File: src/rtl/merged_line_writer_pkg.sv
// rtl/merged_line_writer_pkg.sv - shared constants, FSM state encoding and sizing helpers for the line writer
package merged_line_writer_pkg;

  localparam int DEF_DATA_WIDTH = 128;
  localparam int DEF_KEY_WIDTH  = 80;
  localparam int DEF_P          = 2;
  localparam int DEF_LINE_WIDTH = 512;
  localparam int DEF_ADDR_WIDTH = 32;

  // Max-key sentinel: an all-ones line sorts after every real record.
  localparam logic [DEF_LINE_WIDTH-1:0] PAD_LINE = {DEF_LINE_WIDTH{1'b1}};

  typedef enum logic [1:0] {
    ST_IDLE  = 2'd0,
    ST_FILL  = 2'd1,
    ST_DRAIN = 2'd2,
    ST_DONE  = 2'd3
  } state_e;

  function automatic int tuple_width(input int data_w, input int p);
    return data_w * p;
  endfunction

  function automatic int beats_of(input int line_w, input int tw);
    return line_w / tw;
  endfunction

endpackage

File: src/rtl/merged_line_writer.sv
// rtl/merged_line_writer.sv - packs merger-tree output tuples into memory lines and issues line writes
// Ports:
//   i_clk, i_rst_n                 clock, synchronous active-low reset
//   i_start, i_base_addr, i_total  job start pulse, first line address, tuple count
//   i_data, i_empty, o_deq         upstream FIFO head, empty flag, pop strobe
//   o_wr_valid/addr/data, i_wr_ready  line write channel
//   o_busy, o_done, o_lines_written   job status
module merged_line_writer
  import merged_line_writer_pkg::*;
#(
  parameter int DATA_WIDTH = DEF_DATA_WIDTH,
  parameter int KEY_WIDTH  = DEF_KEY_WIDTH,
  parameter int P          = DEF_P,
  parameter int LINE_WIDTH = DEF_LINE_WIDTH,
  parameter int ADDR_WIDTH = DEF_ADDR_WIDTH
) (
  input  logic                                   i_clk,
  input  logic                                   i_rst_n,
  input  logic                                   i_start,
  input  logic [ADDR_WIDTH-1:0]                  i_base_addr,
  input  logic [31:0]                            i_total,
  input  logic [tuple_width(DATA_WIDTH, P)-1:0]  i_data,
  input  logic                                   i_empty,
  output logic                                   o_deq,
  output logic                                   o_wr_valid,
  output logic [ADDR_WIDTH-1:0]                  o_wr_addr,
  output logic [LINE_WIDTH-1:0]                  o_wr_data,
  input  logic                                   i_wr_ready,
  output logic                                   o_busy,
  output logic                                   o_done,
  output logic [31:0]                            o_lines_written
);

  localparam int TW    = tuple_width(DATA_WIDTH, P);
  localparam int BEATS = beats_of(LINE_WIDTH, TW);
  localparam int BIW   = (BEATS > 1) ? $clog2(BEATS) : 1;

  // Pad record: key field all-ones (max key), payload all-ones as well.
  localparam logic [DATA_WIDTH-1:0] PAD_REC =
    {{KEY_WIDTH{1'b1}}, {(DATA_WIDTH - KEY_WIDTH){1'b1}}};
  localparam logic [LINE_WIDTH-1:0] PAD_LN = {(LINE_WIDTH / DATA_WIDTH){PAD_REC}};

  state_e                  state_q, state_d;
  logic [ADDR_WIDTH-1:0]   base_q, base_d;
  logic [ADDR_WIDTH-1:0]   line_idx_q, line_idx_d;
  logic [ADDR_WIDTH-1:0]   wr_addr_q, wr_addr_d;
  logic [31:0]             left_q, left_d;
  logic [31:0]             lines_q, lines_d;
  logic [BIW-1:0]          beat_q, beat_d;
  logic [LINE_WIDTH-1:0]   asm_q, asm_d;
  logic [LINE_WIDTH-1:0]   wr_data_q, wr_data_d;
  logic                    wr_valid_q, wr_valid_d;
  logic                    done_q, done_d;

  logic                    last_beat, out_free, accept, deq, load;
  logic [LINE_WIDTH-1:0]   line_new;

  // Dequeue decision and the line that would be loaded this cycle.
  // The final tuple bypasses the assembly register straight into the output line.
  always_comb begin
    last_beat = (beat_q == BIW'(BEATS - 1)) || (left_q == 32'd1);
    out_free  = !wr_valid_q || i_wr_ready;
    accept    = wr_valid_q && i_wr_ready;
    deq       = (state_q == ST_FILL) && !i_empty && (left_q != 32'd0) &&
                (!last_beat || out_free);
    load      = deq && last_beat;
    line_new  = PAD_LN;
    for (int k = 0; k < BEATS; k++) begin
      if (BIW'(k) < beat_q)
        line_new[k*TW +: TW] = asm_q[k*TW +: TW];
      else if (BIW'(k) == beat_q)
        line_new[k*TW +: TW] = i_data;
    end
  end

  always_comb begin
    state_d    = state_q;
    base_d     = base_q;
    line_idx_d = line_idx_q;
    left_d     = left_q;
    lines_d    = lines_q + 32'(accept);
    beat_d     = beat_q;
    asm_d      = asm_q;
    wr_valid_d = wr_valid_q;
    wr_addr_d  = wr_addr_q;
    wr_data_d  = wr_data_q;

    if (accept)
      wr_valid_d = 1'b0;

    // A load on the same cycle as an accept overrides the drop of valid.
    if (deq) begin
      left_d = left_q - 32'd1;
      if (load) begin
        wr_valid_d = 1'b1;
        wr_addr_d  = base_q + line_idx_q;
        wr_data_d  = line_new;
        line_idx_d = line_idx_q + ADDR_WIDTH'(1);
        beat_d     = '0;
      end else begin
        for (int k = 0; k < BEATS; k++)
          if (BIW'(k) == beat_q)
            asm_d[k*TW +: TW] = i_data;
        beat_d = beat_q + BIW'(1);
      end
    end

    case (state_q)
      ST_IDLE: begin
        if (i_start) begin
          base_d     = i_base_addr;
          left_d     = i_total;
          lines_d    = '0;
          line_idx_d = '0;
          beat_d     = '0;
          state_d    = (i_total == 32'd0) ? ST_DONE : ST_FILL;
        end
      end
      // The last tuple is always a line's final beat, so DRAIN starts with a pending write.
      ST_FILL:  if (deq && (left_q == 32'd1)) state_d = ST_DRAIN;
      ST_DRAIN: if (accept) state_d = ST_DONE;
      default:  state_d = ST_IDLE;
    endcase

    done_d = (state_d == ST_DONE);
  end

  always_ff @(posedge i_clk) begin
    if (!i_rst_n) begin
      state_q    <= ST_IDLE;
      base_q     <= '0;
      line_idx_q <= '0;
      wr_addr_q  <= '0;
      left_q     <= '0;
      lines_q    <= '0;
      beat_q     <= '0;
      asm_q      <= '0;
      wr_data_q  <= '0;
      wr_valid_q <= 1'b0;
      done_q     <= 1'b0;
    end else begin
      state_q    <= state_d;
      base_q     <= base_d;
      line_idx_q <= line_idx_d;
      wr_addr_q  <= wr_addr_d;
      left_q     <= left_d;
      lines_q    <= lines_d;
      beat_q     <= beat_d;
      asm_q      <= asm_d;
      wr_data_q  <= wr_data_d;
      wr_valid_q <= wr_valid_d;
      done_q     <= done_d;
    end
  end

  assign o_deq           = deq;
  assign o_wr_valid      = wr_valid_q;
  assign o_wr_addr       = wr_addr_q;
  assign o_wr_data       = wr_data_q;
  assign o_busy          = (state_q == ST_FILL) || (state_q == ST_DRAIN);
  assign o_done          = done_q;
  assign o_lines_written = lines_q;

endmodule

File: config.mk
export PLATFORM = sky130hd
export DESIGN_NAME = merged_line_writer
export DESIGN_NICKNAME = d
export VERILOG_FILES = /design/src/rtl/merged_line_writer_pkg.sv /design/src/rtl/merged_line_writer.sv
export SDC_FILE = /design/constraint.sdc
export NUM_CORES = 2
export LEC_CHECK = 0
export ABC_CLOCK_PERIOD_IN_PS = 8360
export CAP_MARGIN = 20
export CORE_AREA = 2 2 356 358
export DETAILED_ROUTE_END_ITERATION = 10
export DIE_AREA = 0 0 358 360
export PLACE_DENSITY = 0.56
export SYNTH_ARGS = -nofsm -noshare
export SYNTH_HDL_FRONTEND = slang
export SYNTH_SLANG_ARGS = --single-unit
File: constraint.sdc
create_clock -name i_clk -period 8.36 [get_ports i_clk]
set_input_delay 0.836 -clock i_clk [delete_from_list [all_inputs] [get_ports i_clk]]
set_output_delay 0.836 -clock i_clk [all_outputs]
set_load 0.1 [all_outputs]
==> reports/qor.yml <==
outcome: "finished with violations"
failed_checks: "slew limit"
start_util: 0.292
drc_errors: 0
async_reset_ff_frac: 0
h-tree-depth: 3
ys_ff_latch: 933
synthCells: 4199
clockBufferDepth: 3
drt-pass1-iter-count: 5
skew_ns: 0.0254
synth_top_family_by_area: "compound AO/OA/AOI/OAI gates"
place_hpwl_mm: 92.0
fin_crit_sh: 0.607
power_leakage_uw: 0.0168
final.fill_count: 12541
max_freq_mhz: 197
drv_slew: 75
numCtsBuffers: 104
cp-end-kind: "primary output"
syn_nets: 4566
cp_cell_sequence: "or4_4 -> nor4_4 -> nand4_2 -> o31ai_2 -> nor2_1 -> clkdlybuf4s50_1"
grt_max_degree: 213
report.final.hold_viol_count: 0
max_slew_margin: -0.0412
maxCapViolations: 0
ant_nets: 0
r2r_slack_ns: 4.34
fin_ws_ns: 3.28
hold_buffers: 0
num_vias: 32800
dpl_cell_area_mm2: 0.0467
vdd.ir_drop.worst_uv: 168
syn_area_mm2: 0.0365
ys_seq_area_frac: 0.512
clk_latency_ns: 0.71
core-area_mm2: 0.125
rows: 130
post-route-util: 0.401
avgSynthCellArea_um2: 8.69
io_buffer_count: 904
ioPinCount: 905
cts_resized: 0
die_h_um: 360
drt_iter0_drc: 2227
startpoint_type: "flip-flop"
overflow: 0
synth_fa_ha_area_frac: 0.0146
grt_pass1_wl_mm: 198
synth_compound_area_frac: 0.173
setup_viol: 0
clk_pin_slew_worst_paths_ns: 0.06
synthSimpleGateAreaFrac: 0.168
cts_root_buf: "clkbuf_16"
cp_slowest_cell: "clkdlybuf4s50_1"
path_buf_inv: 1
stdcell_area_mm2: 0.0501
synth_edf_count: 0
cp_data_required_time_ns: 7.52
rsz0062_at_grt: "no"
drive_above_1_share: 0.0450
tns_ns: 0
crit_type: "reg -> out"
fp.dieW_um: 358
gp_congestion: 0.892
ys_warn_count: 0
postCtsSetupBuffers: 0
path_max_fanout: 9
hold_path_class: "reg -> reg"
cts_tree: "built"
dieArea_mm2: 0.129
cts.sinks: 933
fin_nets: 5287
max_slew.worst_pin.slew_ns: 1.56
antenna_found_initial: 6
viasPerCell: 4.93
grt_pass1_vias: 30435
ys.flop_type: "dfxtp_1"
wl_per_cell_um: 20.1
yosys.area_share.xor_xnor: 0.0242
cpPeakStageDelay_ns: 1.08
grt_usage: 0.199
syn2layout_area_growth_pct: 37.3
pre_cts_ws_ns: 3.79
finalCriticalPeriod_ns: 5.08
cp.arrival_ns: 4.24
synth_cell_types: 61
cp_top_family: "simple AND/OR/NAND/NOR gates"
synth.area.mux_share: 0.0705
wl_mm: 134
p_per_area_mw_per_mm2: 204
-- final timing paths --
check                     start              to  cells after the start
setup / recovery      left_q[5]           o_deq                      6
hold / removal    o_wr_addr[10]   o_wr_addr[10]                      2
hold reg to reg   o_wr_addr[10]   o_wr_addr[10]                      2
setup reg to reg      left_q[5]  o_wr_data[357]                     10
-- routing by layer --
metal / vias to the layer above / routed length (um) / track usage
li1: 16099 / - / -
met1: 15717 / 57900 / 0.252
met2: 823 / 64200 / 0.333
met3: 161 / 8390 / 0.0501
met4: 0 / 3460 / 0.0547
met5: - / 0 / 0
-- cells by family after synthesis --
| group | count (synthesis) |
|---|---|
| AND/OR/NAND/NOR | 1494 |
| multiplexers | 257 |
| XOR/XNOR | 101 |
| flip-flops | 933 |
| adder cells (fa/ha/maj) | 42 |
| AO/OA/AOI/OAI | 1025 |
| buffers and inverters | 347 |
-- final cells by class --
cell class,instances,area (um^2),area share
diodes,2,5.00,0.0000999
clock buffers,153,3070,0.0612
clock inverters,31,284,0.00567
inverters,19,78.8,0.00157
multi-input cells,2919,16500,0.328
flip-flops and latches,933,18700,0.373
well taps,1650,2060,0.0412
repair buffers,943,9480,0.189
-- layout by cell type (no fill, tap or decap), drive strengths merged, types with 9 or more instances in the layout --
cell type / count
dfxtp: 933
clkdlybuf4s50: 903
nand2: 682
nor2: 620
a21oi: 379
a211oi: 272
o22ai: 256
mux2i: 256
clkbuf: 153
o21ai: 58
xor2: 55
xnor2: 46
ha: 41
buf: 40
nand3: 35
nor3: 25
nand4: 23
clkinv: 23
inv: 23
and3: 21
or3: 19
nor4: 19
a21o: 13
nor2b: 9
-- flip-flops by register name, summed over array words and instances, names as in the netlist --
| name | cells |
|---|---|
| o_wr_data | 512 |
| state_q | 2 |
| left_q | 32 |
| beat_q | 1 |
| line_idx_q | 32 |
| o_wr_valid | 1 |
| o_done | 1 |
| o_wr_addr | 32 |
| o_lines_written | 32 |
| base_q | 32 |
| asm_q | 256 |
-- synthesized netlist by cell type (6+ instances only) --
master / number / area, um^2
nand2b_1: 8 / 50.1
nor2_1: 620 / 2330
and3_1: 21 / 131
xnor2_1: 46 / 403
nor4_1: 17 / 106
o21ai_0: 58 / 290
nand2_1: 682 / 2560
a31oi_1: 7 / 43.8
o21bai_1: 6 / 45.0
a211oi_1: 272 / 2040
and2_1: 7 / 43.8
a21oi_1: 379 / 1900
inv_1: 18 / 67.6
xor2_1: 55 / 482
ha_1: 41 / 513
nor2b_1: 9 / 56.3
nor3_1: 21 / 105
buf_2: 73 / 365
o22ai_1: 256 / 1600
nand4_1: 22 / 138
buf_1: 14 / 52.6
a21o_1: 13 / 97.6
dfxtp_1: 933 / 18700
clkbuf_1: 240 / 901
or3_1: 19 / 119
nand3_1: 35 / 175
mux2i_1: 256 / 2560
-- worst register-to-register path, cell delays in order, from the launching register on --
cell     delay [ns]
dfxtp_1        0.35
or4_4          0.56
nor4_4         0.35
and4_1         0.41
a31oi_1        0.19
nor3_4         0.38
buf_16         0.22
buf_12         0.23
buf_12         0.50
o22ai_1        0.59
nor2_1         0.15
-- report_power, final --
part,switching (uW),internal [uW],leakage (uW)
Clock,1940,2600,0.00166
Combinational,684,359,0.00759
Sequential,69.2,4560,0.00755
Total,2690,7520,0.0168
-- stage by stage --
step	std cells	power [uW]	hold slack [ns]
2_1_floorplan	4199	5340	0.436
3_3_place_gp	6462	5760	0.440
3_5_place_dp	6462	5770	0.446
4_1_cts	6646	10300	0.454
5_1_grt	6648	10600	0.466
6_report	6650	10200	0.451
Note: power is estimated with default switching activity, not from simulation.
